$ cat config.mk
export PLATFORM = sky130hd
export DESIGN_NAME = qpu_ifu_prefetch
export DESIGN_NICKNAME = d
export VERILOG_FILES = /design/src/rtl/qpu_ifu_prefetch.sv
export SDC_FILE = /design/constraint.sdc
export NUM_CORES = 1
export LEC_CHECK = 0
export ABC_AREA = 0
export CAP_MARGIN = 20
export CORE_ASPECT_RATIO = 0.75
export CORE_MARGIN = 2
export CORE_UTILIZATION = 60
export CTS_CLUSTER_DIAMETER = 30
export DETAILED_ROUTE_END_ITERATION = 10
export PLACE_DENSITY = 0.86
export SETUP_SLACK_MARGIN = 0.4
export SLEW_MARGIN = 20
export SYNTH_ARGS = -nofsm -noshare
export SYNTH_HDL_FRONTEND = slang
export SYNTH_SLANG_ARGS = --single-unit
export TNS_END_PERCENT = 5
$ cat constraint.sdc
create_clock -name clk -period 12.5 [get_ports clk]
set_input_delay 2.5 -clock clk [delete_from_list [all_inputs] [get_ports clk]]
set_output_delay 2.5 -clock clk [all_outputs]
set_load 0.05 [all_outputs]
$ cat src/rtl/qpu_ifu_prefetch.sv
// Instruction fetch unit: PC generator issuing pipelined ICB reads to ITCM, a prefetch FIFO of
// {instr,pc} towards the EXU, flush redirect with stale-response discard, and halt req/ack.
module qpu_ifu_prefetch #(
    parameter int PC_W    = 12,
    parameter int ADDR_W  = 12,
    parameter int DATA_W  = 32,
    parameter int DEPTH   = 4,
    parameter int OUTS    = 2,
    parameter int PC_STEP = 1
) (
    input  logic                       clk,
    input  logic                       rst,
    input  logic [PC_W-1:0]            pc_rtvec,
    output logic [PC_W-1:0]            inspect_pc,
    output logic                       icb_cmd_valid,
    input  logic                       icb_cmd_ready,
    output logic [ADDR_W-1:0]          icb_cmd_addr,
    input  logic                       icb_rsp_valid,
    output logic                       icb_rsp_ready,
    input  logic [DATA_W-1:0]          icb_rsp_rdata,
    output logic                       ifu_o_valid,
    input  logic                       ifu_o_ready,
    output logic [DATA_W-1:0]          ifu_o_ir,
    output logic [PC_W-1:0]            ifu_o_pc,
    input  logic                       flush_req,
    input  logic [PC_W-1:0]            flush_pc,
    output logic                       flush_ack,
    input  logic                       halt_req,
    output logic                       halt_ack,
    output logic [$clog2(DEPTH):0]     fifo_level
);
    localparam int PTR_W = $clog2(DEPTH);
    localparam int LVL_W = PTR_W + 1;
    localparam int OUT_W = $clog2(OUTS) + 1;

    typedef enum logic [1:0] {ST_BOOT, ST_FETCH, ST_HALT} state_t;

    // Handshake rule on every channel: a transfer happens on a clock edge where valid && ready.
    state_t              state, state_next;
    logic [PC_W-1:0]     fetch_pc, rsp_pc;
    logic [OUT_W-1:0]    outstanding, discard_cnt;
    logic [PTR_W-1:0]    wr_ptr, rd_ptr;
    logic [LVL_W-1:0]    fifo_count;
    logic [DATA_W-1:0]   mem_ir [DEPTH];
    logic [PC_W-1:0]     mem_pc [DEPTH];
    logic                cmd_hs, rsp_hs, flush_hs, push, pop, drop;

    assign cmd_hs   = icb_cmd_valid && icb_cmd_ready;
    assign rsp_hs   = icb_rsp_valid && icb_rsp_ready && (outstanding != '0);
    assign flush_hs = flush_req && (state != ST_BOOT);
    assign pop      = ifu_o_valid && ifu_o_ready;
    assign drop     = rsp_hs && (discard_cnt != '0);
    // A flush clears the FIFO, so a live response arriving in the flush cycle is stale too.
    assign push     = rsp_hs && (discard_cnt == '0) && !flush_hs;

    assign icb_rsp_ready = !rst;
    assign flush_ack     = flush_hs;
    assign inspect_pc    = fetch_pc;
    assign icb_cmd_addr  = fetch_pc[ADDR_W-1:0];
    assign ifu_o_valid   = (fifo_count != '0);
    assign ifu_o_ir      = mem_ir[rd_ptr];
    assign ifu_o_pc      = mem_pc[rd_ptr];
    assign fifo_level    = fifo_count;

    always_comb begin
        state_next    = state;
        icb_cmd_valid = 1'b0;
        case (state)
            ST_BOOT: state_next = ST_FETCH;
            ST_FETCH: begin
                // Credit: every issued read owns a FIFO slot before it is sent.
                icb_cmd_valid = !halt_req && !flush_req
                                && (int'(outstanding) < OUTS)
                                && (int'(outstanding) + int'(fifo_count) < DEPTH);
                if (halt_req && (outstanding == OUT_W'(rsp_hs)))
                    state_next = ST_HALT;
            end
            ST_HALT: if (!halt_req) state_next = ST_FETCH;
            default: state_next = ST_BOOT;
        endcase
    end

    always_ff @(posedge clk or posedge rst) begin
        if (rst) begin
            state       <= ST_BOOT;
            halt_ack    <= 1'b0;
            fetch_pc    <= '0;
            rsp_pc      <= '0;
            outstanding <= '0;
            discard_cnt <= '0;
            wr_ptr      <= '0;
            rd_ptr      <= '0;
            fifo_count  <= '0;
            for (int i = 0; i < DEPTH; i++) begin
                mem_ir[i] <= '0;
                mem_pc[i] <= '0;
            end
        end else begin
            state       <= state_next;
            halt_ack    <= (state == ST_HALT);
            outstanding <= outstanding + OUT_W'(cmd_hs) - OUT_W'(rsp_hs);

            if (state == ST_BOOT) begin
                fetch_pc <= pc_rtvec;
                rsp_pc   <= pc_rtvec;
            end else if (flush_hs) begin
                fetch_pc <= flush_pc;
                rsp_pc   <= flush_pc;
            end else begin
                if (cmd_hs) fetch_pc <= fetch_pc + PC_W'(PC_STEP);
                if (push)   rsp_pc   <= rsp_pc + PC_W'(PC_STEP);
            end

            // Every read still in flight after a flush is stale, including older stale ones.
            if (flush_hs)  discard_cnt <= outstanding - OUT_W'(rsp_hs);
            else if (drop) discard_cnt <= discard_cnt - OUT_W'(1);

            if (flush_hs) begin
                wr_ptr     <= '0;
                rd_ptr     <= '0;
                fifo_count <= '0;
            end else begin
                if (push) begin
                    mem_ir[wr_ptr] <= icb_rsp_rdata;
                    mem_pc[wr_ptr] <= rsp_pc;
                    wr_ptr         <= wr_ptr + PTR_W'(1);
                end
                if (pop) rd_ptr <= rd_ptr + PTR_W'(1);
                fifo_count <= fifo_count + LVL_W'(push) - LVL_W'(pop);
            end
        end
    end

    a_no_orphan_rsp: assert property (@(posedge clk) disable iff (rst)
        !(icb_rsp_valid && outstanding == '0));
    a_no_overflow: assert property (@(posedge clk) disable iff (rst)
        !(push && !pop && int'(fifo_count) == DEPTH));

endmodule

# Word-level counts from Yosys, hierarchy flattened
# Cells that the tools add are included.
dict set report totals {
  register_bits 214
  input_bits 63
  output_inout_bits 76
  word_cells 100
}
dict set report op_classes {
  n_addsub 11
  n_lt_le_gt_ge 5
  eq_ne 5
  n_mux 29
  bitwise 3
  n_reduce_logical 30
}
# cell n
set op_table {}
lappend op_table {{128-bit bitwise mux} 1}
lappend op_table {{12-bit 2-to-1 mux} 9}
lappend op_table {{32-bit 2-to-1 mux} 3}
lappend op_table {{32-bit binary-select mux with 2-bit select} 1}
lappend op_table {{32-bit demux with 2-bit select} 1}
lappend op_table {{48-bit bitwise mux} 1}
lappend op_table {{12-bit by 1-bit adder with 12-bit output (second input constant)} 2}
lappend op_table {{12-bit binary-select mux with 2-bit select} 1}
lappend op_table {{12-bit demux with 2-bit select} 1}
lappend op_table {{2-bit 2-to-1 mux} 8}
lappend op_table {{1-bit logical AND} 13}
lappend op_table {{2-bit nonzero test} 6}
lappend op_table {{3-bit nonzero test} 3}
lappend op_table {{3-bit >= comparator (second input constant)} 2}
lappend op_table {{2-bit NOT with 3-bit output} 2}
lappend op_table {{2-bit one-hot mux with 3 select lines} 1}
lappend op_table {{2-bit by 1-bit adder with 2-bit output (second input constant)} 2}
lappend op_table {{2-bit by 3-bit adder with 4-bit output} 1}
lappend op_table {{1-bit logical NOT} 4}
lappend op_table {{2-bit logical NOT} 2}
lappend op_table {{4-bit by 3-bit < comparator with 1-bit output (second input constant)} 1}
lappend op_table {{2-bit inequality test (second input constant)} 2}
lappend op_table {{2-bit AND reduction} 2}
lappend op_table {{2-bit by 1-bit subtractor with 2-bit output} 2}
lappend op_table {{12 further kinds} 12}

# Depth between registers and ports, before layout
dict set report depth {
  depth_word 9
  ltp_mapped 14
  mapped_depth_nobuf 13
}

# Worst setup path before layout
# OpenSTA, ideal clock, no wires.
dict set report synth_path {
  path_type {input to output}
  startpoint {in rst}
  endpoint {out icb_rsp_ready}
  arrival_time_ps 7175
  required_time_ps 10000
  setup_slack_ps 2825
  cell_stages 1
  n_path_buf 0
  path_cell_list {inv_1}
}
dict set report synth_between {
  elab_chain_len 1
}
# item line_no
set synth_rtl {}
lappend synth_rtl {{start: declaration} 12} ;# input logic rst,
lappend synth_rtl {{1-bit logical NOT (no source line)} n/a}
lappend synth_rtl {{end: declaration} 19} ;# output logic icb_rsp_ready,
# No other way between the ends.

# Worst setup path after layout
dict set report layout_path {
  startpoint {in flush_req}
  endpoint {out icb_cmd_valid}
}
dict set report layout_between {
  elab_chain_len 5
}
# item line_no
set layout_rtl {}
lappend layout_rtl {{start: declaration} 25} ;# input logic flush_req,
lappend layout_rtl {{1-bit logical NOT} 72} ;# icb_cmd_valid = !halt_req && !flush_req
lappend layout_rtl {{1-bit logical AND} 72}
lappend layout_rtl {{1-bit logical AND} 73} ;# && (int'(outstanding) < OUTS)
lappend layout_rtl {{1-bit logical AND} 74} ;# && (int'(outstanding) + int'(fifo_count) < DEPTH);
lappend layout_rtl {{1-bit 2-to-1 mux} 68} ;# case (state)
lappend layout_rtl {{end: declaration} 15} ;# output logic icb_cmd_valid,
# No other way between the ends.

==> results summary <==
The run finished with clean final reports. In this run, placement finished with an instance count of 1,049. The synthesized area divided by synthesized cell count came out at 14.89 um^2. The sequential cell area in the final layout came out at 5360 um^2. The number of buffers created by CTS is 41.

The total standard cell area after synthesis is 10,870 um^2. The sequential cell area fraction in the yosys report came out at between 40% and 50%. Setup repair after global routing left no endpoint under its margin. The routed wire length came out at ~26,000 um.

The half-perimeter wire length of the detailed placement result came out at 14,950 um. The clock drives between 200 and 250 sinks. The initial antenna violation count is 0. Leaving out fill and tap cells, the most frequent cells in the layout are 212 x sky130_fd_sc_hd__dfrtp_1, 140 x sky130_fd_sc_hd__mux2_4, 138 x sky130_fd_sc_hd__clkdlybuf4s50_1, 44 x sky130_fd_sc_hd__mux4_2, 41 x sky130_fd_sc_hd__clkbuf_16. In this run the worst path has a maximum fanout of 21. Headroom to the max-slew limit came out at 32.24%. The wire length of the first global-routing pass is between 40,000 and 50,000 um. The multi-input combinational cells in the finished layout cover a total of roughly 5000 um^2.

The average routed wire per standard cell is ~23 um. The worst path required time came out at approximately 10,000 ps. The sum of overflow across all layers after global routing is 0. The global routing usage on met1 came out at 37.27%. The compound-cell area share of the yosys netlist is approximately 5.6%. The number of warning messages in the yosys log came out at 0.

Dividing the detail-routed via count by the number of cells gives 6.140. The die span in x came out at 159.4 um. The power density over the cells came out at between 200 and 300 nW/um^2. The via count came out at 6,895. The global routing met3 resource utilization is roughly 5.4%. Counting along the longest clock path gives a buffer depth of 3.

The final max-slew violation count was 0. The area share of and/or/nand/nor cells after synthesis came out at under 10%. Buffers placed on the I/O ports in this run total 138. Routability-driven placement finished with a final weighted congestion of 0.8535. The slew at the pin with the worst max-slew slack came out at 1016 ps.

The initial cell density of the core came out at 61.36%. The placement row count is between 40 and 50. The maximum number of pins on one net before global-route repair is 129.

The final core area utilization came out at 76.45%. The fraction of registers with async set or reset after synthesis came out at 100.0%. The core footprint is approximately 18,000 um^2. The tree is rooted in a sky130_fd_sc_hd__clkbuf_16. The count of endpoints failing setup in the final report came out at 0. The synthesis-to-finish area growth is 24.59%. The peak ir drop on the vdd network is 191.0 uV. TritonCTS built the clock tree. The number of routed nets with antenna violations is 0.

139 I/O pins were placed. The largest total area in the synthesized netlist belongs to sky130_fd_sc_hd__dfrtp_1. Of the total synthesized cell area, the portion taken by XOR and XNOR cells is 0.8060%. The maximum level of the CTS H-tree came out at 2.

The fraction of layout cells with a size suffix above 1 came out at 32.80%. The detailed router finished its first iteration with 660 violations. The repair_antennas step left the layout with diodes totalling 0.

The die area came out at 19,210 um^2. The total DRC errors in the routed layout came out at 0. In the global route stage, overall resource usage came out at 27.84%. The number of hold-repair buffers added at the cts stage came out at 0. The total of cells resized after clock tree synthesis is 0.

The design draws 3.461 mW. In the synthesized netlist the dominant register cell turns out to be sky130_fd_sc_hd__dfrtp_1. The number of hold violations in the final report is 0. In the post-synthesis netlist, the biggest area contributors are sky130_fd_sc_hd__dfrtp_1 49%, sky130_fd_sc_hd__mux2_4 19%, sky130_fd_sc_hd__mux4_2 9.1%.

The number of nets in the synthesized netlist came out at 807. Based on the critical path, the design can be clocked at up to 129.9 MHz. The number of global-route vias before repair came out at 7,525.

Summed over all cells, the static leakage comes to 6.431 nW. The tightest min-delay check is of the flip-flop to flip-flop type. In the global route stage, met2 resource usage came out at 47.15%. The clock insertion delay at the later pin of the skew report came out at approximately 520 ps.

At the placement stage, the worst setup path has a slack of a little under 5000 ps. The dominant combinational cell family by area after synthesis is multiplexers. Multiplexer cells account for 32.38% of the synthesized area. The worst clock skew on the final layout came out at 24.08 ps. The number of iterations in the first detailed-routing pass is 6.

The net count of the finished layout is 927. The number of maximum-capacitance violations is 0. Of the available clock period, the critical path in the final layout requires 61.60%. The critical path is of the input port to output pin type. After technology mapping, the gate count stands at 730.

The worst setup path is captured at an output pin. After layout, the minimum clock period comes to 7701 ps. The final total negative setup slack came out at 0 ps.

The post-synthesis register bit count came out at approximately 210. The most common cell after layout, fill and taps aside is sky130_fd_sc_hd__dfrtp_1. The synthesized design contains 0 enable-type register cells. The vertical extent of the die is about 120 um. After filler insertion, the fill cell instance count of the layout stands at 1,001. Clock-pin slew was measured on the worst setup and hold paths at 40 ps. The data arrival time of the worst path came out at 5200 ps.

Once layout is complete, the cells apart from fillers number 1,123. The adder-cell area share of the yosys netlist came out at around 1.7%. The top-area cell type share of the netlist area is 49.28%. The kind of start point of the critical path is an input port.

The netlist uses 53 different library cells. Once the clock tree was built, the setup fixing pass inserted 0 buffers. In the post-route analysis, the smallest setup slack over all paths is 4799 ps. The global routing stage identified its most utilized layer as met2.
==> worst max-delay path, cell delays in order <==
cell	delay, ps
sky130_fd_sc_hd__clkdlybuf4s50_1	840
sky130_fd_sc_hd__or4b_1	700
sky130_fd_sc_hd__nor3_1	270
sky130_fd_sc_hd__clkdlybuf4s50_1	890
==> registers in the layout (all words and copies together) (netlist names) <==
signal        flops
rd_ptr            2
discard_cnt       2
mem_ir          128
mem_pc           48
outstanding       2
fifo_level        3
wr_ptr            2
halt_ack          1
rsp_pc           12
state             2
icb_cmd_addr     12
==> cells in the mapped netlist, drive strengths merged, types with 4 or more instances <==
| cell | n |
|---|---|
| ha | 13 |
| mux4 | 44 |
| buf | 38 |
| xnor2 | 7 |
| o21ai | 23 |
| a21oi | 12 |
| nor3b | 9 |
| nand3 | 25 |
| nor2b | 4 |
| nor2 | 11 |
| clkbuf | 26 |
| nand4 | 12 |
| and3 | 7 |
| mux2 | 176 |
| a22oi | 10 |
| inv | 14 |
| nand2 | 15 |
| dfrtp | 214 |
| a2bb2oi | 19 |
| a31oi | 12 |
==> final timing paths <==
check | from | end | slack [ps] | cells after the start
min in group asynchronous | rst | halt_ack | 2650 | 2
hold / removal | mem_pc[31] | mem_pc[31] | 490 | 1
setup / recovery | flush_req | icb_cmd_valid | 4800 | 4
max in group asynchronous | rst | mem_ir[107] | 8560 | 3
hold reg to reg | mem_pc[31] | mem_pc[31] | 490 | 1
setup reg to reg | discard_cnt[0] | mem_ir[12] | 9260 | 6
==> metrics by stage <==
step	hold WS, ps	area, um^2
CTS	494.9	13540
floorplan	459.4	10870
global route	511.8	13540
finish	488.1	13540
global placement	468.3	12170
detailed placement	479.9	12170
==> area by class of cell <==
class	count	area share, %
sequential	214	39.59
multi-input combinational	438	37.21
timing repair buffer	141	10.40
clock buffer	46	8.012
tap	242	2.236
clock inverter	28	2.107
inverter	14	0.4436
==> report_power, final <==
group,internal (mW),total [mW],switching (mW)
registers,0.847,1.04,0.198
clock network,0.696,1.08,0.389
logic,0.569,1.33,0.763
==> cells by family after synthesis <==
kind of cell | count (synthesis)
AO/OA/AOI/OAI | 90
XOR/XNOR | 10
adder cells (fa/ha/maj) | 14
buffers and inverters | 78
flip-flops | 214
multiplexers | 222
AND/OR/NAND/NOR | 102
==> metal layers <==
metal	up-vias	share of wire [%]	wire length, um
met5	-	0	0
met4	0	2.1	551
met3	51	6.0	1554
met2	296	50	12840
met1	3574	42	10960
li1	2974	-	-
Note: power is estimated with default switching activity, not from simulation.
